**src/rtl/axi_chan_slice.sv**
```systemverilog
// Configurable buffering stage for one AXI valid/ready channel: passthrough, forward/backward register, skid, or FIFO.
// Optional build macro AXI_SLICE_STATS_EN adds stall_cnt and peak_level statistics outputs.
module axi_chan_slice #(
  parameter int unsigned P_WIDTH     = 64,
  parameter int unsigned P_MODE      = 3,
  parameter int unsigned P_LOG2DEPTH = 4
) (
  input  logic                 aclk,
  input  logic                 aresetn,
  input  logic [P_WIDTH-1:0]   s_data,
  input  logic                 s_valid,
  output logic                 s_ready,
  output logic [P_WIDTH-1:0]   m_data,
  output logic                 m_valid,
  input  logic                 m_ready,
  output logic [P_LOG2DEPTH:0] level
`ifdef AXI_SLICE_STATS_EN
  ,
  output logic [31:0]          stall_cnt,
  output logic [P_LOG2DEPTH:0] peak_level
`endif
);

  localparam int unsigned LW = P_LOG2DEPTH + 1;

  if (P_WIDTH < 1) begin : g_bad_width
    $error("axi_chan_slice: P_WIDTH must be at least 1");
  end
  if (P_MODE > 4) begin : g_bad_mode
    $error("axi_chan_slice: P_MODE %0d is not a legal mode", P_MODE);
  end
  if (P_MODE == 4 && (P_LOG2DEPTH < 1 || P_LOG2DEPTH > 8)) begin : g_bad_depth
    $error("axi_chan_slice: P_LOG2DEPTH %0d outside 1..8", P_LOG2DEPTH);
  end
  if (P_MODE == 3 && P_LOG2DEPTH < 1) begin : g_bad_level
    $error("axi_chan_slice: level port too narrow for skid mode");
  end

  if (P_MODE == 0) begin : g_pass
    logic unused_clk_rst;
    assign unused_clk_rst = ^{aclk, aresetn};

    assign m_data  = s_data;
    assign m_valid = s_valid;
    assign s_ready = m_ready;
    assign level   = '0;

  end else if (P_MODE == 1) begin : g_fwd
    logic               vld_q;
    logic [P_WIDTH-1:0] dat_q;

    // s_ready means the output slot is empty or empties this cycle.
    assign s_ready = ~vld_q | m_ready;

    always_ff @(posedge aclk or negedge aresetn) begin
      if (!aresetn) begin
        vld_q <= 1'b0;
        dat_q <= '0;
      end else if (s_ready) begin
        vld_q <= s_valid;
        if (s_valid) dat_q <= s_data;
      end
    end

    assign m_valid = vld_q;
    assign m_data  = dat_q;
    assign level   = LW'(vld_q);

  end else if (P_MODE == 2) begin : g_bwd
    logic               rdy_q;
    logic               skid_vld;
    logic [P_WIDTH-1:0] skid_dat;
    logic               capture;

    assign capture = s_valid & rdy_q & ~m_ready;

    always_ff @(posedge aclk or negedge aresetn) begin
      if (!aresetn) begin
        rdy_q    <= 1'b0;
        skid_vld <= 1'b0;
        skid_dat <= '0;
      end else begin
        if (skid_vld) begin
          if (m_ready) skid_vld <= 1'b0;
        end else if (capture) begin
          skid_vld <= 1'b1;
          skid_dat <= s_data;
        end
        rdy_q <= skid_vld ? m_ready : ~capture;
      end
    end

    // Gating with rdy_q keeps a beat from leaking through before it is accepted upstream.
    assign s_ready = rdy_q;
    assign m_valid = skid_vld | (s_valid & rdy_q);
    assign m_data  = skid_vld ? skid_dat : s_data;
    assign level   = LW'(skid_vld);

  end else if (P_MODE == 3) begin : g_skid
    logic               rdy_q;
    logic               out_vld, skd_vld;
    logic [P_WIDTH-1:0] out_dat, skd_dat;
    logic               push, pop;
    logic [1:0]         lvl, lvl_nxt;

    assign push    = s_valid & rdy_q;
    assign pop     = out_vld & m_ready;
    assign lvl     = {1'b0, out_vld} + {1'b0, skd_vld};
    assign lvl_nxt = lvl + {1'b0, push} - {1'b0, pop};

    always_ff @(posedge aclk or negedge aresetn) begin
      if (!aresetn) begin
        rdy_q   <= 1'b0;
        out_vld <= 1'b0;
        skd_vld <= 1'b0;
        out_dat <= '0;
        skd_dat <= '0;
      end else begin
        // The skid entry is always older than the input, so it refills the output first.
        if (!out_vld || pop) begin
          out_vld <= skd_vld | push;
          if (skd_vld) out_dat <= skd_dat;
          else if (push) out_dat <= s_data;
          skd_vld <= skd_vld & push;
          if (skd_vld && push) skd_dat <= s_data;
        end else if (push) begin
          skd_vld <= 1'b1;
          skd_dat <= s_data;
        end
        rdy_q <= (lvl_nxt != 2'd2);
      end
    end

    assign s_ready = rdy_q;
    assign m_valid = out_vld;
    assign m_data  = out_dat;
    assign level   = LW'(lvl);

  end else begin : g_fifo
    localparam int unsigned D = 1 << P_LOG2DEPTH;

    logic [P_WIDTH-1:0]     mem [D];
    logic [P_LOG2DEPTH-1:0] wr_ptr, rd_ptr;
    logic [P_LOG2DEPTH:0]   cnt, cnt_nxt;
    logic                   vld_q, rdy_q;
    logic                   push, pop;

    assign push    = s_valid & rdy_q;
    assign pop     = vld_q & m_ready;
    assign cnt_nxt = cnt + LW'(push) - LW'(pop);

    always_ff @(posedge aclk or negedge aresetn) begin
      if (!aresetn) begin
        wr_ptr <= '0;
        rd_ptr <= '0;
        cnt    <= '0;
        vld_q  <= 1'b0;
        rdy_q  <= 1'b0;
        for (int unsigned i = 0; i < D; i++) mem[i] <= '0;
      end else begin
        if (push) begin
          mem[wr_ptr] <= s_data;
          wr_ptr      <= wr_ptr + 1'b1;
        end
        if (pop) rd_ptr <= rd_ptr + 1'b1;
        cnt   <= cnt_nxt;
        vld_q <= (cnt_nxt != '0);
        rdy_q <= (cnt_nxt != LW'(D));
      end
    end

    // Head entry is read straight from storage so a push+pop at level 1 shows the new beat without a bubble.
    assign s_ready = rdy_q;
    assign m_valid = vld_q;
    assign m_data  = mem[rd_ptr];
    assign level   = cnt;
  end

`ifdef AXI_SLICE_STATS_EN
  always_ff @(posedge aclk or negedge aresetn) begin
    if (!aresetn) begin
      stall_cnt  <= '0;
      peak_level <= '0;
    end else begin
      if (m_valid && !m_ready && (stall_cnt != '1)) stall_cnt <= stall_cnt + 32'd1;
      if (level > peak_level) peak_level <= level;
    end
  end
`endif

endmodule
```
**config.mk**
```make
export PLATFORM = sky130hd
export DESIGN_NAME = axi_chan_slice
export DESIGN_NICKNAME = d
export VERILOG_FILES = /design/src/rtl/axi_chan_slice.sv
export SDC_FILE = /design/constraint.sdc
export NUM_CORES = 1
export LEC_CHECK = 0
export BUFFER_PORTS_ARGS = -buffer_cell sky130_fd_sc_hd__buf_2
export CAP_MARGIN = 10
export CORE_MARGIN = 2
export CORE_UTILIZATION = 45
export DETAILED_ROUTE_END_ITERATION = 8
export GPL_TIMING_DRIVEN = 0
export PLACE_DENSITY = 0.65
export SKIP_CTS_REPAIR_TIMING = 1
export SLEW_MARGIN = 20
export SYNTH_ARGS = -nofsm -noshare
export SYNTH_HDL_FRONTEND = slang
export SYNTH_SLANG_ARGS = --single-unit
export TNS_END_PERCENT = 1
```
**constraint.sdc**
```tcl
create_clock -name aclk -period 2 [get_ports aclk]
set_clock_uncertainty 0.05 [all_clocks]
set_input_delay 0.1 -clock aclk [delete_from_list [all_inputs] [get_ports aclk]]
set_output_delay 0.1 -clock aclk [all_outputs]
set_load 0.05 [all_outputs]
```
==> qor.csv <==
stage;metric;value;unit
run_status;outcome;completed;
worst_setup_path;path_cells;ha_4 > inv_1 > ha_1 > inv_1 > ha_1 > xnor2_1 > xnor2_1 > nand2b_1;
finish;final_nets;657;
finish;drive_gt1_share;63.3;%
power_and_ir_drop;power_leakage;3.82;nW
finish;area_delta_synth_final;36.7;%
worst_setup_path;critPathMaxFanout;4;
routing;wl_per_cell;15.1;um
sta;max_freq;555;MHz
worst_setup_path;cp.arrival;2050;ps
power_and_ir_drop;ir_drop;1.09;mV
grt;antenna_found_initial;0;
hold_path;holdPathStages;3;
sta;grt_setup_unrepaired;no;
grt;first_global_vias;3692;
worst_setup_path;timing.rr.start;m_valid;
placement;dpl_worst_slack;194;ps
routing;drt_wl_total;11700;um
sta;finalSetupViolCount;0;
yosys;synth_cell_types;20;
worst_setup_path;crit_path_top_delay_cell;dfrtp_2;
sta;hold_viol;0;
power_and_ir_drop;powerDensity;1770;nW/um^2
finish;antenna_cells;0;
sta;finalCritPeriodShare;90.1;%
routing;dr_wl_met3;802;um
yosys;synth_top_cell_area_share;54.5;%
job;cap_violations;0;
yosys;mappedNetlistArea;6020;um^2
routing;met2_length;5710;um
floorplanning;io_pins;139;
hold_path;hold_end;m_valid;
placement;dp.cells;678;
clocking;htreeDepth;4;
grt;grt_max_degree;76;
sta;drv_slew;0;
grt;track_usage;16.8;%
clocking;root_buffer;clkbuf_16;
routing;num_vias;3733;
worst_setup_path;reg2reg_slack;200;ps
worst_setup_path;critPathBufInv;2;
yosys;yosysTopAreaCell;dfrtp_1;
clocking;clkLatencyLatePin;410;ps
sta;setup_ws;198;ps
yosys;syn_avg_cell_area;16.5;um^2
yosys;ys_warn_count;0;
routing;avgViaCountPerCell;4.82;
clocking;clkTransAtPathRegs;50;ps
worst_setup_path;rr_worst_depth;8;
worst_setup_path;start_kind;register;
floorplanning;die_w;120;um
floorplanning;initial_core_util;45.8;%
worst_setup_path;cpLargestDelayFamily;adder cells;
worst_setup_path;startpoint;m_valid;
floorplanning;die_area;14300;um^2
yosys;yosys-top-cells-area;dfrtp_1, mux2_2, mux2_4;
hold_path;hold_class;in -> reg;
worst_setup_path;max_stage_delay;430;ps
finish;final_util;62.6;%
hold_path;worstHoldStart;m_ready;
sta;relSlewSlack;60.5;%
routing;wl_met1;5110;um
finish;layout_common_cells;buf_2, mux2_2, dfrtp_1, dlygate4sd3_1, mux2_4;
finish;final_common_cell;buf_2;
finish;final_cells;775;
routing;routed.top_layer;met4;
clocking;cts.sinks;131;
routing;drtAntennaViolNets;0;
worst_setup_path;crit_path_end_kind;register;
floorplanning;fp.dieH;120;um
sta;worst_slew_pin_slew;593;ps
placement;io_buffer_count;135;
routing;drtIter0Drc;110;
placement;place.gp.congestion;0.735;
placement;dp_hpwl;7810;um
clocking;clockBufferDepth;2;
clocking;cts_tree;done;
worst_setup_path;crit_type;reg -> reg;
yosys;ys_ff_latch;131;
clocking;cts-buffers-inserted;17;
floorplanning;core_area;13100;um^2
floorplanning;rows;42;
worst_setup_path;cp.required;2240;ps
grt;grt_pass1_wl;18600;um
grt;overflow;0;
routing;drc;0;
worst_setup_path;r2r_end;s_ready;
routing;drtPass1Iterations;6;
yosys;syn_inst;364;
sta;finalCriticalPeriod;1800;ps
yosys;synth_seq_area_share;54.5;%
## stage by stage
| stage | setup TNS, ps | cell area, um^2 | hold slack (ps) | power, mW |
|---|---|---|---|---|
| 2_1_floorplan | 0 | 6040 | -246 | 10.0 |
| 3_3_place_gp | -128340 | 6930 | 279 | 11.2 |
| 3_5_place_dp | 0 | 6970 | 67.1 | 11.5 |
| 4_1_cts | 0 | 7570 | -380 | 14.6 |
| 5_1_grt | 0 | 8220 | 101 | 15.3 |
| 6_report | 0 | 8220 | 76.1 | 14.6 |
## tightest hold or removal path, stage by stage
cell and delay [ps]:
buf_2 120, nor2b_4 160, or3_1 120
## worst max-delay path by stage
stage / endpoint / cells past startpoint
5_1_grt: s_ready / 8
3_3_place_gp: m_valid / 1
3_5_place_dp: s_ready / 8
4_1_cts: s_ready / 8
6_report: s_ready / 8
2_1_floorplan: s_ready / 8
## layout make-up
cell class,instances,area [um^2]
Fill cell,1022,4910
Sequential cell,131,3280
Multi-Input combinational cell,208,2500
Timing Repair Buffer,201,1360
Clock buffer,18,439
Buffer,25,254
Tap cell,176,220
Clock inverter,14,163
Inverter,2,7.51
## sequential cells by signal (all words and copies together) (netlist names)
register and flops:
g_skid.skd_dat 64, m_data 64, g_skid.skd_vld 1, m_valid 1
s_ready 1
## per-layer routing
metal / vias up / track usage, %
met5: - / 0
li1: 1735 / -
met4: 0 / 5.29
met1: 1884 / 20.9
met3: 10 / 7.41
met2: 104 / 26.5
## report_power, final
group	switching, mW	internal [mW]
sequential	0.639	4.01
combinational	4.00	2.79
clock	1.14	1.98
total	5.78	8.78
## cells in the mapped netlist (all sizes together)
cell    instances
mux2          192
dfrtp         131
buf            25
ha              3
and2            2
inv             2
xnor2           2
conb            1
maj3            1
nand2b          1
nor2b           1
o21ai           1
o21bai          1
or3             1
## cells by family (layout without fill, tap and decap cells)
group	count (synthesis)	after routing	synth area share (%)
multiplexers	192	192	38.9
flip-flops	131	131	54.5
buffers and inverters	27	260	4.35
AND/OR/NAND/NOR	5	5	0.645
adder cells (fa/ha/maj)	4	4	0.790
AO/OA/AOI/OAI	2	2	0.458
XOR/XNOR	2	2	0.291
other	1	3	0.0623
Note: power is estimated with default switching activity, not from simulation.
